## src/rtl/osc_ctrl.sv

```systemverilog
// Runtime-programmable antenna square-wave oscillator. New half-periods take
// effect only at toggle boundaries, and start/stop sequencing always parks the output low.
module osc_ctrl #(
    parameter int unsigned          WIDTH        = 32,
    parameter logic [WIDTH-1:0]     DEFAULT_HALF = WIDTH'(10_000)
) (
    input  logic             clk_100,
    input  logic             reset,
    input  logic             enable,
    input  logic [WIDTH-1:0] cfg_half,
    input  logic             cfg_valid,
    output logic             cfg_ready,
    output logic             ant_out,
    output logic             edge_stb,
    output logic             applied_stb,
    output logic             running
);

    typedef enum logic [1:0] {
        IDLE = 2'd0,
        RUN  = 2'd1,
        STOP = 2'd2
    } state_e;

    localparam logic [WIDTH-1:0] ONE = WIDTH'(1);

    state_e           state_q;
    logic [WIDTH-1:0] counter_q;
    logic [WIDTH-1:0] active_half_q;
    logic [WIDTH-1:0] pending_half_q;
    logic             pending_v_q;
    logic             ant_q;
    logic             edge_q;
    logic             applied_q;

    logic             terminal;
    logic             capture;
    logic [WIDTH-1:0] cfg_half_d;
    logic             ant_d;

    // A zero half-period would never terminate, so it is promoted to one.
    assign cfg_half_d = (cfg_half == '0) ? ONE : cfg_half;
    assign capture    = cfg_valid && !pending_v_q;
    assign terminal   = (counter_q == (active_half_q - ONE));
    assign ant_d      = terminal ? ~ant_q : ant_q;

    always_ff @(posedge clk_100) begin
        if (reset) begin
            state_q        <= IDLE;
            counter_q      <= '0;
            active_half_q  <= DEFAULT_HALF;
            pending_half_q <= '0;
            pending_v_q    <= 1'b0;
            ant_q          <= 1'b0;
            edge_q         <= 1'b0;
            applied_q      <= 1'b0;
        end else begin
            edge_q    <= 1'b0;
            applied_q <= 1'b0;

            // Capture and apply never coincide: capture needs the buffer empty.
            if (capture) begin
                pending_half_q <= cfg_half_d;
                pending_v_q    <= 1'b1;
            end

            case (state_q)
                IDLE: begin
                    ant_q     <= 1'b0;
                    counter_q <= '0;
                    if (pending_v_q) begin
                        active_half_q <= pending_half_q;
                        pending_v_q   <= 1'b0;
                        applied_q     <= 1'b1;
                    end
                    if (enable) begin
                        state_q <= RUN;
                    end
                end

                RUN, STOP: begin
                    if (terminal) begin
                        ant_q     <= ~ant_q;
                        edge_q    <= 1'b1;
                        counter_q <= '0;
                        if (pending_v_q) begin
                            active_half_q <= pending_half_q;
                            pending_v_q   <= 1'b0;
                            applied_q     <= 1'b1;
                        end
                    end else begin
                        counter_q <= counter_q + ONE;
                    end

                    // On disable, park at once if the output is (or is about to be) low.
                    if (state_q == RUN) begin
                        if (!enable) begin
                            if (!ant_d) begin
                                state_q   <= IDLE;
                                counter_q <= '0;
                            end else begin
                                state_q <= STOP;
                            end
                        end
                    end else if (enable) begin
                        state_q <= RUN;
                    end else if (terminal) begin
                        state_q <= IDLE;
                    end
                end

                default: begin
                    state_q <= IDLE;
                end
            endcase
        end
    end

    assign cfg_ready   = ~pending_v_q;
    assign ant_out     = ant_q;
    assign edge_stb    = edge_q;
    assign applied_stb = applied_q;
    assign running     = (state_q != IDLE);

endmodule

```

## config.mk

```make
export PLATFORM = sky130hd
export DESIGN_NAME = osc_ctrl
export DESIGN_NICKNAME = d
export VERILOG_FILES = /design/src/rtl/osc_ctrl.sv
export SDC_FILE = /design/constraint.sdc
export NUM_CORES = 1
export LEC_CHECK = 0
export BUFFER_PORTS_ARGS = -buffer_cell sky130_fd_sc_hd__buf_4
export CORE_MARGIN = 3
export CORE_UTILIZATION = 30
export CTS_CLUSTER_SIZE = 40
export DETAILED_ROUTE_END_ITERATION = 7
export PLACE_DENSITY_LB_ADDON = 0.3
export RECOVER_POWER = 50
export SYNTH_ARGS = -nofsm -noshare
export SYNTH_HDL_FRONTEND = slang
export SYNTH_SLANG_ARGS = --single-unit
export TNS_END_PERCENT = 5
```

## constraint.sdc

```tcl
create_clock -name clk_100 -period 4.1 [get_ports clk_100]
set_input_delay 0.615 -clock clk_100 [delete_from_list [all_inputs] [get_ports clk_100]]
set_output_delay 0.615 -clock clk_100 [all_outputs]
set_load 0.02 [all_outputs]
```

---- Word-level counts from Yosys, hierarchy flattened ----
Index checks and enable logic that the tools add are counted.
operators by class
  add/sub/neg operators ................... 2
  equality and inequality tests ........... 7
  muxes and demuxes ....................... 26
  bitwise logic cells ..................... 3
  reduce and logical (&&, ||, !) cells .... 10
operators with widths
  kind                   number
  $mux 32                7
  $pmux 32 s2            2
  $add 32x1->32 const B  1
  $eq 32x32->1           1
  $logic_not 32->1       1
  $sub 32x1->32 const B  1
  $mux 2                 6
  $mux 1                 7
  $pmux 1 s2             3
  $ne 2x2->1 const B     2
  $ne 4x4->1 const B     1
  $pmux 2 s2             1
  $reduce_bool 2->1      2
  $reduce_or 2->1        2
  $ne 3x3->1 const B     1
  $not 1->1              3
  $reduce_and 3->1       1
  $eq 2x1->1 const B     1
  $eq 2x2->1 const B     1
  $logic_not 2->1        1
  $reduce_and 2->1       1
  $logic_and 1x1->1      1
  $logic_not 1->1        1
storage, ports and cells
  register bits after elaboration ......... 102
  input port bits ......................... 36

---- Longest topological paths before layout ----
Gate-level depths: netlist of run 1.
  depth in word-level cells ............... 7
  mapped depth ............................ 14

---- Worst setup path after synthesis of run 1 ----
Ideal clock, no wire load.
  kind .................................... register -> register
  start ................................... register active_half_q[15]
  end ..................................... register counter_q[18]
  arrival time ............................ 3.680 ns
  path slack .............................. 0.304 ns
  stages on the path, launching flop included .. 15
  buffers on the path ..................... 4
  clock period less this slack ............ 3.796 ns
  cell sequence ........................... dfxtp_1 -> buf_2 -> or4_4 -> buf_6 -> or4_4 -> or3_1 -> a31oi_1 -> a21oi_1 -> or4_4 -> nor4_4 -> or2_1 -> buf_2 -> buf_4 -> o21ai_1 -> a22o_1
between the ends
  longest elaborated chain between the ends .. 7
ends and longest elaborated chain
  item                                      RTL line  text
  start: declaration                        29        logic [WIDTH-1:0] active_half_q;
  start signal: assignment                  72        active_half_q <= pending_half_q;
  start signal: assignment                  87        active_half_q <= pending_half_q;
  $sub 32x1->32 *                           44        assign terminal = (counter_q == (active_half_q - ONE));
  $eq 32x32->1 *                            44
  $mux 32 / $mux 1 (equally long branches)  n/a
  $mux 32                                   98        if (!ant_d) begin
  $mux 32                                   97        if (!enable) begin
  $mux 32 *                                 96        if (state_q == RUN) begin
  $pmux 32 s2 *                             67        case (state_q)
  end signal: assignment                    92        counter_q <= counter_q + ONE;
  end: declaration                          28        logic [WIDTH-1:0] counter_q;
Every way passes the cells marked *; elsewhere a longest branch is shown, timed or not.
A chain may end at the register's enable or synchronous reset.

---- Worst setup path after layout of run 1 ----
  start ................................... register active_half_q[0]
  end ..................................... register active_half_q[12]
between the ends
  longest elaborated chain between the ends .. 4
ends and longest elaborated chain
  item                        RTL line
  $sub 32x1->32               44
  $eq 32x32->1                44
  $ne 2x2->1 (no line)        n/a
  $reduce_and 2->1 (no line)  n/a
No other way between the ends.

==> results.json, run 1 <==
{
  "startpoint_type": "flop",
  "cts_sinks": 102,
  "post_drt_wl_per_cell_um": 15.0,
  "ys.flop_type": "dfxtp_1",
  "io_buffers": 40,
  "cp_max_fo": 37,
  "final_util": 0.356,
  "n_antenna_cell": 0,
  "syn_area_per_cell_sq_um": 7.94,
  "via_per_inst": 5.22,
  "period_minus_slack_ns": 3.83,
  "skew_ns": 0.0100,
  "drcViolationCount": 0,
  "vdd_ir_drop_max_mv": 0.198,
  "r2r_slack_ns": 0.27,
  "start_util": 0.308,
  "syn_to_final_growth_pct": 15.8,
  "grt_max_degree": 71,
  "clk_latency_ns": 0.36,
  "yosysWarnings": 0,
  "nets": 773,
  "dr_total_vias": 5035,
  "cts_buffers": 9,
  "drive_above_1_share": 0.121,
  "worst_slew_margin_rel": -0.401,
  "die_x_um": 142,
  "core-area_sq_um": 18100,
  "finalPower_uw": 2230,
  "violations": "max-capacitance violations, max-slew violations",
  "antenna_found_initial": 0,
  "setup_tns_ns": 0,
  "grt_overflow": 0,
  "cts.reportedPaths.clkPinSlew_ns": 0.08,
  "antenna_left": 0,
  "fin_ws_ns": 0.272,
  "crit_arrival_ns": 4.04,
  "final_common_cell": "dfxtp_1",
  "setup_viol": 0,
  "fmax_mhz": 261,
  "async_reset_ff_frac": 0,
  "num_rows": 49,
  "syn-cell-area_sq_um": 5580,
  "worst_slew_pin_slew_ns": 2.10,
  "synth_edf_count": 0,
  "grt_pass1_wl_mm": 24.0,
  "grt_usage": 0.146,
  "use_met1": 0.214,
  "die_area_sq_um": 20300,
  "grt_use_met3": 0.0195,
  "path_class": "flop to flop",
  "grt_use_met2": 0.219,
  "wl_mm": 14.5,
  "status": "complete, but fails checks",
  "final_cell_mix": "dfxtp_1 (102), nand2_1 (98), nor2_1 (66), buf_4 (55), a21oi_1 (44)",
  "cts_tree": "built",
  "ys_ff_latch": 102,
  "timing.final.crit_share": 0.934,
  "syn-num-nets": 745,
  "min_path_type": "flop to flop",
  "maxCapViolCount": 1,
  "p_per_area_nw_per_um2": 345,
  "dp_hpwl_mm": 10.9,
  "end_kind": "flop",
  "report.final.slew_viol_count": 33,
  "ios": 41,
  "cts_setup_buffers": 0,
  "die_y_um": 142,
  "power_leakage_uw": 0.00241,
  "hold_violations": 0,
  "netlist-cell-type-count": 58,
  "pre_cts_ws_ns": 0.0540,
  "rsz0062_at_grt": "false",
  "drt_iter0_markers": 371,
  "synthCells": 703,
  "required_ns": 4.31,
  "place.gp.congestion": 0.884,
  "htree_levels": 3,
  "first_pass_iters": 5,
  "ys_seq_area_frac": 0.366,
  "grt_pass1_vias": 4566,
  "root_buffer": "clkbuf_16",
  "clk_path_buf_depth": 2,
  "gr-max-usage-layer": "met2"
}
==> worst paths after layout <==
| kind | from | end | depth (start not counted) |
|---|---|---|---|
| worst max-delay path | active_half_q[0] | active_half_q[12] | 13 |
| worst min-delay path | pending_half_q[30] | pending_half_q[30] | 2 |
| worst max register to register | active_half_q[0] | active_half_q[12] | 13 |
| worst min register to register | pending_half_q[30] | pending_half_q[30] | 2 |
==> sequential cells by signal, summed over array words and instances, names as in the netlist <==
name	count
ant_out	1
pending_v_q	1
edge_stb	1
state_q	2
active_half_q	32
counter_q	32
pending_half_q	32
applied_stb	1
==> routing by layer <==
layer / wire length, um / vias up
li1: - / 2562
met4: 293 / 0
met1: 7330 / 2341
met5: 0 / -
met3: 586 / 20
met2: 6250 / 112
==> report_power, final <==
group	internal [uW]	switching, uW
Combinational	124	164
Clock	484	404
Sequential	1030	30.5
Total	1630	599
==> per-stage QoR <==
step | instances | hold WS, ns | cell area, sq um
2_1_floorplan | 703 | 0.436 | 5580
3_3_place_gp | 949 | 0.446 | 6170
3_5_place_dp | 949 | 0.446 | 6170
4_1_cts | 965 | 0.456 | 6470
5_1_grt | 965 | 0.477 | 6460
6_report | 965 | 0.456 | 6460
==> worst max-delay path, stage by stage (launching register included) <==
cell,delay (ns)
dfxtp_1,0.38
inv_1,0.08
ha_1,0.22
nor3b_2,0.33
nand4_1,0.33
or4_1,0.56
a31o_2,0.24
o21ai_0,0.34
o211ai_1,0.25
nor3_1,0.25
o21a_2,0.18
buf_12,0.23
mux2i_1,0.22
nor2_1,0.05
==> what timing repair did <==
| action | CTS | global route |
|---|---|---|
| endpoints found under the setup margin | 0 | 39 |
| gates resized for setup | 0 | 2 |
| hold buffers | 0 | 0 |
==> final cells by class <==
cell class	count	area [sq um]
Fill cell	1969	11700
Multi-Input combinational cell	538	3290
Sequential cell	102	2040
Timing Repair Buffer	63	475
Tap cell	229	287
Clock buffer	10	229
Clock inverter	6	73.8
Inverter	17	63.8
==> cells in the mapped netlist (16+ instances only) <==
master	count	share of area
nor2_1	66	0.044
xnor2_1	24	0.038
nor4_1	21	0.024
o21ai_0	19	0.017
xor2_1	24	0.038
dfxtp_1	102	0.37
o21ai_1	16	0.014
a21oi_1	44	0.039
nor3_1	26	0.023
nand2_1	98	0.066
nand3_1	22	0.020
mux2i_1	32	0.057
clkbuf_1	32	0.022
inv_1	17	0.011
==> cells by family after synthesis <==
logic type               Yosys count  synth area share
AO/OA/AOI/OAI                    141             0.159
adder cells (fa/ha/maj)            6            0.0135
buffers and inverters             63            0.0473
AND/OR/NAND/NOR                  310             0.278
multiplexers                      32            0.0574
XOR/XNOR                          49            0.0783
flip-flops                       102             0.366
(Power assumes the default switching activity.)
==> run 2, diff against run 1 <==
MAX_ROUTING_LAYER = met4   (was default)
==> results.json, run 2 (synthesis gave the netlist of run 1 again) <==
{
  "die_area_sq_um": 20300,
  "period_minus_slack_ns": 3.83,
  "dp_hpwl_mm": 10.9,
  "r2r_end": "active_half_q[24]",
  "rsz0062_at_grt": "false",
  "die_y_um": 142,
  "end_kind": "flop",
  "fin_cells": 965,
  "crit_arrival_ns": 4.05,
  "clk_latency_ns": 0.36,
  "final.fill_count": 1969,
  "p_per_area_nw_per_um2": 346,
  "first_pass_iters": 4,
  "holdBufCountCts": 0,
  "hp-start": "pending_half_q[30]",
  "setup_tns_ns": 0,
  "antenna_found_initial": 0,
  "grt_max_degree": 71,
  "grt_pass1_vias": 4565,
  "antenna_left": 0,
  "start_util": 0.308,
  "skew_ns": 0.0110,
  "core-area_sq_um": 18100,
  "status": "complete, but fails checks",
  "cp_max_fo": 37,
  "final_common_cell": "dfxtp_1",
  "cts_sinks": 102,
  "power_leakage_uw": 0.00241,
  "min_path_type": "flop to flop",
  "n_antenna_cell": 0,
  "syn_to_final_growth_pct": 15.8,
  "drcViolationCount": 0,
  "cts.reportedPaths.clkPinSlew_ns": 0.08,
  "io_buffers": 40,
  "hold_violations": 0,
  "required_ns": 4.31,
  "cts_tree": "built",
  "setup_viol": 0,
  "fin_hold_ws_ns": 0.455,
  "grt_overflow": 0,
  "ios": 41,
  "fmax_mhz": 261,
  "drive_above_1_share": 0.121,
  "stdcell_area_sq_um": 6460,
  "top_regs": "active_half_q: 32 flops, counter_q: 32 flops, pending_half_q: 32 flops",
  "report.final.slew_viol_count": 33,
  "via_per_inst": 5.21,
  "place_area_sq_um": 6170,
  "maxCapViolCount": 1,
  "grt_usage": 0.151,
  "grt_pass1_wl_mm": 24.1,
  "dp_cells": 949,
  "place.gp.congestion": 0.899,
  "worst_slew_pin_slew_ns": 2.09,
  "die_x_um": 142,
  "violations": "max-capacitance violations, max-slew violations",
  "min_path_cells": 2,
  "cts_buffers": 9,
  "root_buffer": "clkbuf_16",
  "timing.final.crit_share": 0.935,
  "dr_total_vias": 5025,
  "vdd_ir_drop_max_mv": 0.198,
  "nets": 773,
  "r2r_slack_ns": 0.27,
  "htree_levels": 3,
  "post_drt_wl_per_cell_um": 15.0,
  "rr_startpoint": "active_half_q[0]",
  "worst_slew_margin_rel": -0.397,
  "startpoint_type": "flop",
  "final_cell_mix": "dfxtp_1 (102), nand2_1 (98), nor2_1 (66), buf_4 (55), a21oi_1 (44)",
  "path_class": "flop to flop",
  "drt_iter0_markers": 355,
  "wl_mm": 14.5,
  "clk_path_buf_depth": 2,
  "num_rows": 49,
  "cts_setup_buffers": 0,
  "whs_endpoint": "pending_half_q[30]",
  "finalPower_uw": 2230,
  "worstRegToRegCells": 13,
  "cts-resized-gates": 0
}
[run 2: cell counts in the layout (fill, tap and decap cells not counted)]
Identical to the previous run, type by type.
[run 2: area by class of cell]
class / instances / area [sq um] / area share
clock buffers: 10 / 229 / 0.0354
flip-flops and latches: 102 / 2040 / 0.316
multi-input cells: 538 / 3290 / 0.509
inverters: 17 / 63.8 / 0.00987
clock inverters: 6 / 73.8 / 0.0114
well taps: 229 / 287 / 0.0443
repair buffers: 63 / 475 / 0.0736
[run 2: per-layer routing]
layer | part of all wire | vias up | track usage
li1 | - | 2562 | -
met4 | 0.020 | 0 | 0.0545
met1 | 0.51 | 2339 | 0.216
met5 | 0 | - | -
met2 | 0.44 | 104 | 0.218
met3 | 0.035 | 20 | 0.0192
[run 2: per-stage QoR]
stage	utilization	worst slack, ns
final	0.356	0.266
after global routing	0.356	0.0315
after CTS	0.357	0.0441
after detailed placement	0.340	0.0540
after global placement	0.340	0.111
after floorplan	-	0.304
[run 2: worst max-delay path by stage]
stage | start | endpoint | slack (ns) | cells after the start
3_3_place_gp | active_half_q[0] | active_half_q[24] | 0.11 | 13
2_1_floorplan | active_half_q[15] | counter_q[18] | 0.30 | 14
5_1_grt | active_half_q[5] | state_q[1] | 0.03 | 11
3_5_place_dp | active_half_q[0] | state_q[1] | 0.05 | 13
6_report | active_half_q[0] | active_half_q[24] | 0.27 | 13
4_1_cts | active_half_q[0] | state_q[1] | 0.04 | 13
[run 2: where the power goes]
part           internal (uW)  switching, uW  total [uW]
Sequential              1030           30.3        1060
Clock                    484            406         890
Combinational            124            164         288
[run 2: critical path, stage by stage, from the launching register on]
cell and delay, ns:
dfxtp_1 0.38, inv_1 0.08, ha_1 0.22, nor3b_2 0.34
nand4_1 0.33, or4_1 0.56, a31o_2 0.24, o21ai_0 0.34
o211ai_1 0.24, nor3_1 0.25, o21a_2 0.18, buf_12 0.23
mux2i_1 0.21, nor2_1 0.05
